==> src/rtl/ps2_pkg.sv <==
// Shared definitions for the PS/2 scan-code receiver: FSM encoding, prefix codes, frame size.
package ps2_pkg;

  typedef enum logic [1:0] {
    IDLE  = 2'd0,
    SHIFT = 2'd1,
    CHECK = 2'd2
  } state_e;

  localparam logic [7:0] BREAK_CODE = 8'hF0;
  localparam logic [7:0] EXT_CODE   = 8'hE0;
  localparam int         FRAME_BITS = 11;

  // Data byte plus parity bit must carry an odd number of ones.
  function automatic logic odd_parity_ok(input logic [8:0] bits);
    return ^bits;
  endfunction

endpackage

==> src/rtl/ps2_input_filter.sv <==
// Two-flop synchroniser followed by a run-length glitch filter for one PS/2 line.
module ps2_input_filter #(
  parameter int FILTER_LEN = 8
) (
  input  logic clk,
  input  logic rst,
  input  logic raw,
  output logic filt
);

  localparam int CNT_W = $clog2(FILTER_LEN + 1);

  logic             sync_p0;
  logic             sync_p1;
  logic [CNT_W-1:0] cnt;

  always_ff @(posedge clk) begin
    if (rst) begin
      sync_p0 <= 1'b1;
      sync_p1 <= 1'b1;
      filt    <= 1'b1;
      cnt     <= '0;
    end else begin
      sync_p0 <= raw;
      sync_p1 <= sync_p0;
      // Any sample agreeing with the current output restarts the run count.
      if (sync_p1 == filt) begin
        cnt <= '0;
      end else if (cnt == CNT_W'(FILTER_LEN - 1)) begin
        filt <= sync_p1;
        cnt  <= '0;
      end else begin
        cnt <= cnt + 1'b1;
      end
    end
  end

endmodule

==> src/rtl/ps2_scan_receiver.sv <==
// PS/2 keyboard frame receiver: filtered line inputs, frame FSM, prefix tracking, error pulses.
// Define PS2_PARITY_CHECK_EN to reject frames with a bad odd-parity bit.
module ps2_scan_receiver
  import ps2_pkg::*;
#(
  parameter int FILTER_LEN  = 8,
  parameter int TIMEOUT_CYC = 50000
) (
  input  logic       clk,
  input  logic       rst,
  input  logic       PS2Clk,
  input  logic       PS2Data,
  output logic [3:0] hex1,
  output logic [3:0] hex0,
  output logic       code_valid,
  output logic       is_break,
  output logic       is_extended,
  output logic       frame_err
);

  localparam int         TMO_W    = $clog2(TIMEOUT_CYC + 1);
  localparam logic [3:0] LAST_BIT = 4'(FRAME_BITS - 2);
`ifdef PS2_PARITY_CHECK_EN
  localparam bit PAR_EN = 1'b1;
`else
  localparam bit PAR_EN = 1'b0;
`endif

  logic             clk_f;
  logic             dat_f;
  logic             clk_f_p1;
  logic             fall_p;
  state_e           state;
  state_e           nxt_state;
  logic [3:0]       bit_cnt;
  logic [TMO_W-1:0] tmo;
  logic [9:0]       sr;
  logic [7:0]       rx_byte;
  logic             brk_pend;
  logic             ext_pend;
  logic             tmo_hit;
  logic             par_fail;
  logic             err_c;
  logic             valid_c;
  logic             set_brk;
  logic             set_ext;

  ps2_input_filter #(.FILTER_LEN(FILTER_LEN)) u_clk_filt (
    .clk  (clk),
    .rst  (rst),
    .raw  (PS2Clk),
    .filt (clk_f)
  );

  ps2_input_filter #(.FILTER_LEN(FILTER_LEN)) u_dat_filt (
    .clk  (clk),
    .rst  (rst),
    .raw  (PS2Data),
    .filt (dat_f)
  );

  // Edge-detect stage: one-cycle pulse on filtered clock falling edge
  always_ff @(posedge clk) begin
    if (rst) begin
      clk_f_p1 <= 1'b1;
      fall_p   <= 1'b0;
    end else begin
      clk_f_p1 <= clk_f;
      fall_p   <= clk_f_p1 & ~clk_f;
    end
  end

  assign rx_byte  = sr[7:0];
  assign tmo_hit  = (state == SHIFT) && !fall_p && (tmo == TMO_W'(TIMEOUT_CYC));
  assign par_fail = PAR_EN && !odd_parity_ok(sr[8:0]);

  always_ff @(posedge clk) begin
    if (rst) state <= IDLE;
    else     state <= nxt_state;
  end

  always_comb begin
    nxt_state = state;
    case (state)
      IDLE:  if (fall_p && !dat_f) nxt_state = SHIFT;
      SHIFT: begin
        if (fall_p && (bit_cnt == LAST_BIT)) nxt_state = CHECK;
        else if (tmo_hit)                    nxt_state = IDLE;
      end
      CHECK:   nxt_state = IDLE;
      default: nxt_state = IDLE;
    endcase
  end

  always_comb begin
    err_c   = 1'b0;
    valid_c = 1'b0;
    set_brk = 1'b0;
    set_ext = 1'b0;
    case (state)
      SHIFT: err_c = tmo_hit;
      CHECK: begin
        if (!sr[9] || par_fail)         err_c   = 1'b1;
        else if (rx_byte == BREAK_CODE) set_brk = 1'b1;
        else if (rx_byte == EXT_CODE)   set_ext = 1'b1;
        else                            valid_c = 1'b1;
      end
      default: ;
    endcase
  end

  always_ff @(posedge clk) begin
    if (rst) begin
      bit_cnt <= '0;
      tmo     <= '0;
    end else begin
      if (state != SHIFT)  bit_cnt <= '0;
      else if (fall_p)     bit_cnt <= bit_cnt + 1'b1;
      if ((state == SHIFT) && !fall_p) tmo <= tmo + 1'b1;
      else                             tmo <= '0;
    end
  end

  // Bits arrive LSB first, so shift right: after ten shifts sr = {stop, parity, d7..d0}
  always_ff @(posedge clk) begin
    if ((state == SHIFT) && fall_p) sr <= {dat_f, sr[9:1]};
  end

  // Output stage: registered pulses and held code/flags
  always_ff @(posedge clk) begin
    if (rst) begin
      hex1        <= 4'h0;
      hex0        <= 4'h0;
      is_break    <= 1'b0;
      is_extended <= 1'b0;
      code_valid  <= 1'b0;
      frame_err   <= 1'b0;
      brk_pend    <= 1'b0;
      ext_pend    <= 1'b0;
    end else begin
      code_valid <= valid_c;
      frame_err  <= err_c;
      if (valid_c) begin
        {hex1, hex0} <= rx_byte;
        is_break     <= brk_pend;
        is_extended  <= ext_pend;
      end
      if (err_c || valid_c) begin
        brk_pend <= 1'b0;
        ext_pend <= 1'b0;
      end else begin
        if (set_brk) brk_pend <= 1'b1;
        if (set_ext) ext_pend <= 1'b1;
      end
    end
  end

endmodule

==> config.mk <==
export PLATFORM = sky130hd
export DESIGN_NAME = ps2_scan_receiver
export DESIGN_NICKNAME = d
export VERILOG_FILES = /design/src/rtl/ps2_pkg.sv /design/src/rtl/ps2_input_filter.sv /design/src/rtl/ps2_scan_receiver.sv
export SDC_FILE = /design/constraint.sdc
export NUM_CORES = 1
export LEC_CHECK = 0
export CAP_MARGIN = 10
export CORE_UTILIZATION = 55
export DETAILED_ROUTE_END_ITERATION = 12
export PLACE_DENSITY = 0.75
export REMOVE_ABC_BUFFERS = 1
export SLEW_MARGIN = 15
export SYNTH_ARGS = -nofsm -noshare
export SYNTH_HDL_FRONTEND = slang
export SYNTH_HIERARCHICAL = 1
export SYNTH_SLANG_ARGS = --single-unit
==> constraint.sdc <==
create_clock -name clk -period 3.1 [get_ports clk]
set_input_delay 0.465 -clock clk [delete_from_list [all_inputs] [get_ports clk]]
set_output_delay 0.465 -clock clk [all_outputs]
set_load 0.1 [all_outputs]
==> impl_summary.md <==
Status
The flow ran to the end, and the final reports show no timing, DRC or antenna violations.

Floorplanning
The top-level port count is 16. The floorplan step defined a die boundary enclosing 0.00472 mm2. The die width is 68.7 um.

In this run the standard cell core region covers 0.00414 mm2. The die is 68.7 um tall. The number of placement rows is 23. The effective utilization at floorplan is 59.1%.

Worst setup path
The kind of cell with the highest combined delay along the critical path is buffers and inverters. Counting both buffers and inverters, the worst setup path holds a total of 1. The number of cells on the worst reg-to-reg path is 6. The worst setup path is captured at an output port. The cell type of the slowest stage on the worst timing path is clkdlybuf4s50_1. In this run the number of cells on the critical path is 1. In this run the critical register-to-register path is launched from state[1]$_SDFFE_PP0P_. The type of the setup path with the least slack is reg -> out. The register-to-register setup slack is 1.05 ns. The worst path required time is 2.63 ns. Walking the worst path, the cells encountered are clkdlybuf4s50_1. The critical path ends at code_valid.

The endpoint identified for the worst register-to-register timing path is tmo[9]$_SDFF_PP0_. The startpoint class of the critical path is a flip-flop. In this run the worst path has a maximum fanout of 1. On the worst path, the slowest cell contributes a delay of 1.12 ns. The arrival time of the worst setup path is 1.76 ns.

The launching element of the worst setup path is code_valid$_SDFF_PP0_.

Synth
The count of unique library cells instantiated by Yosys is 45. The total of flip-flops plus latches after synthesis is 62. For this run, asynchronously set or reset flops after synthesis account for 0%. Yosys mapped a number of flops with a built-in enable equal to 10. The synthesized area is 0.00245 mm2. The post-synthesis average cell area is 10.6 um2. The number of warning messages in the yosys log is 6. Synthesis produced a netlist whose cell count is 232. The part of the Yosys area used for sequential elements is 54.8%. Among all flip-flop cells after synthesis, the most frequent one is dfxtp_1.

Timing
Between clock sinks in the finished design, the worst skew comes to 0.00782 ns. The final number of hold-violating endpoints is 0. The clock period could shrink to 2.22 ns.

In the final timing run, aggregate negative setup slack is 0 ns. Setup violations remaining at the end of the flow were counted as 0. The fraction of the cycle the final worst path needs is 71.7%. Setup repair after global routing left no endpoint under its margin. The max-slew violation count came to 0.

Based on the critical path, the design can be clocked at up to 450 MHz. Measured against its own limit, the worst slew margin works out to 35.4%. At the pin with the least slew margin, the transition time is 0.966 ns.

Clock network
The clock insertion delay at the later pin of the skew report is 0.33 ns. Post-CTS timing repair inserted 0 buffers for setup. Buffers inserted to repair hold after CTS numbered 0.

The count of clock tree sinks is 62. The clock transition time at the flip-flop clock pins of the worst setup and hold paths is 0.06 ns. Once the clock tree was built, the resizer swapped 0 gates to a different size. Counting along the longest clock path gives a buffer depth of 2. The maximum level of the CTS H-tree is 3.

TritonCTS built the clock tree. The root buffer cell is clkbuf_8. Counting the buffers created by CTS gives 9.

Final layout
The post-route netlist has 15.3% of its cells at a drive strength greater than 1. In the layout the commonest cells are 52 x dfxtp_1, 28 x nor2_1, 15 x inv_1, 14 x buf_4. After routing the design area is 0.00282 mm2. The most common cell after layout, fill and taps aside is dfxtp_1. The count of nets after finishing is 269. The area growth from synthesis to final layout is 15.1%. The repair_antennas step left the layout with diodes totalling 0.

Pwr
The portion of total power attributed to the clock network is 43.3%. The register share of total power is 53.0%. The worst-case IR drop observed on VDD is 415 uV. Combinational logic is responsible for 3.7% of the overall power. The design draws 1.56 mW. The static power due to leakage is 1.04 nW. The cell-internal power is 1.24 mW. The power per cell area is 553 mW/mm2.

The switching power of the nets is 0.324 mW. The fraction of power spent switching nets is 20.8%.

Detailed routing
The wire length per cell after detailed routing is 12.8 um. After detailed routing, the number of remaining DRC violations is 0. Once detail routing completed, the nets flagged for antenna violations numbered 0. The via count normalized by instance count is 5.41.

The starting DRC count in detailed routing is 79. The via count of the routed design is 1683. The number of detailed-routing iterations run before antenna repair is 4. The detailed-route wire length is 4.00 mm.

GRT
The via count of the first global-routing pass came to 1534. The global-route congestion overflow total is 0. The wire length of the first global-routing pass is 6.48 mm. For this run, the total global-route usage over all layers was measured as 19.4%. Entering global routing, the biggest net connects 16 pins. The initial antenna violation count is 0.

Run
The tool flagged a number of max-cap violations equal to 0.

Place
At the end of routability-driven placement, the weighted congestion stood at 0.794. The number of buffer cells added on primary ports is 15. Detailed placement ended at an HPWL of 2.74 mm. After detailed placement, the total cell area comes to 0.00263 mm2.

Min path
The min-delay analysis places its worst path in the category reg -> reg.
## registers in the layout, indices dropped and copies added (netlist names), 2 cells and up
name and flops:
tmo 16, hex0 4, u_dat_filt/cnt 4, u_clk_filt/cnt 4
state 2, hex1 4, bit_cnt 4, sr 10
## metal layers
layer	part of all wire [%]	vias to the layer above	GRT usage [%]	wire length, um
li1	-	868	-	-
met4	1.1	0	7.91	42
met3	5.1	6	9.05	205
met5	0	-	0	0
met1	49	773	21.8	1940
met2	45	36	31.6	1810
## how the worst min path moves through the flow
stage / cells past startpoint / end / slack (ns) / from
2_1_floorplan: 1 / u_clk_filt/sync_p1$_SDFF_PP1_ / 0.39 / u_clk_filt/sync_p0$_SDFF_PP1_
3_3_place_gp: 1 / u_dat_filt/sync_p1$_SDFF_PP1_ / 0.39 / u_dat_filt/sync_p0$_SDFF_PP1_
3_5_place_dp: 1 / u_clk_filt/sync_p1$_SDFF_PP1_ / 0.40 / u_clk_filt/sync_p0$_SDFF_PP1_
4_1_cts: 1 / u_clk_filt/sync_p1$_SDFF_PP1_ / 0.41 / u_clk_filt/sync_p0$_SDFF_PP1_
5_1_grt: 1 / u_dat_filt/sync_p1$_SDFF_PP1_ / 0.42 / u_dat_filt/sync_p0$_SDFF_PP1_
6_report: 1 / u_clk_filt/sync_p1$_SDFF_PP1_ / 0.41 / u_clk_filt/sync_p0$_SDFF_PP1_
## per-stage QoR
step | std cells | util (%) | setup slack (ns) | hold slack, ns
2_1_floorplan | 227 | - | 1.35 | 0.389
3_3_place_gp | 295 | 63.4 | 0.787 | 0.392
3_5_place_dp | 295 | 63.4 | 0.743 | 0.399
4_1_cts | 311 | 68.0 | 0.852 | 0.414
5_1_grt | 311 | 68.0 | 0.792 | 0.419
6_report | 311 | 68.0 | 0.877 | 0.410
## cells by family after synthesis
group,after synthesis,share of synthesized area (%)
AO/OA/AOI/OAI,35,9.66
XOR/XNOR,17,6.08
adder cells (fa/ha/maj),9,4.60
buffers and inverters,20,3.47
flip-flops,62,54.8
AND/OR/NAND/NOR,89,21.4
## area by class of cell
| class | count | area (um2) |
|---|---|---|
| clock buffer | 12 | 145 |
| timing repair buffer | 18 | 145 |
| clock inverter | 4 | 46.3 |
| sequential | 62 | 1340 |
| multi-input combinational | 150 | 1020 |
| fill | 327 | 1330 |
| tap | 50 | 62.6 |
| inverter | 15 | 56.3 |
## synthesized netlist by cell type (all sizes together), types with 4 or more instances
cell type | n | area (um2)
or3 | 5 | 41.3
ha | 9 | 113
edfxtp | 10 | 300
or4 | 4 | 30.0
or2 | 7 | 43.8
xor2 | 9 | 78.8
nand4 | 6 | 52.6
nor2 | 28 | 105
o21ai | 7 | 35.0
xnor2 | 8 | 70.1
inv | 15 | 56.3
a21oi | 7 | 35.0
nand3 | 9 | 50.1
dfxtp | 52 | 1040
nand2 | 8 | 30.0
a22o | 10 | 87.6
## power by group through the flow
stage               Sequential (mW)  Combinational, mW  Clock, mW
finish                        0.827             0.0581      0.675
global route                  0.828             0.0662      0.726
CTS                           0.827             0.0587      0.698
detailed placement            0.845             0.0576          0
global placement              0.845             0.0573          0
floorplan                     0.844             0.0397          0
Note: power is estimated with default switching activity, not from simulation.
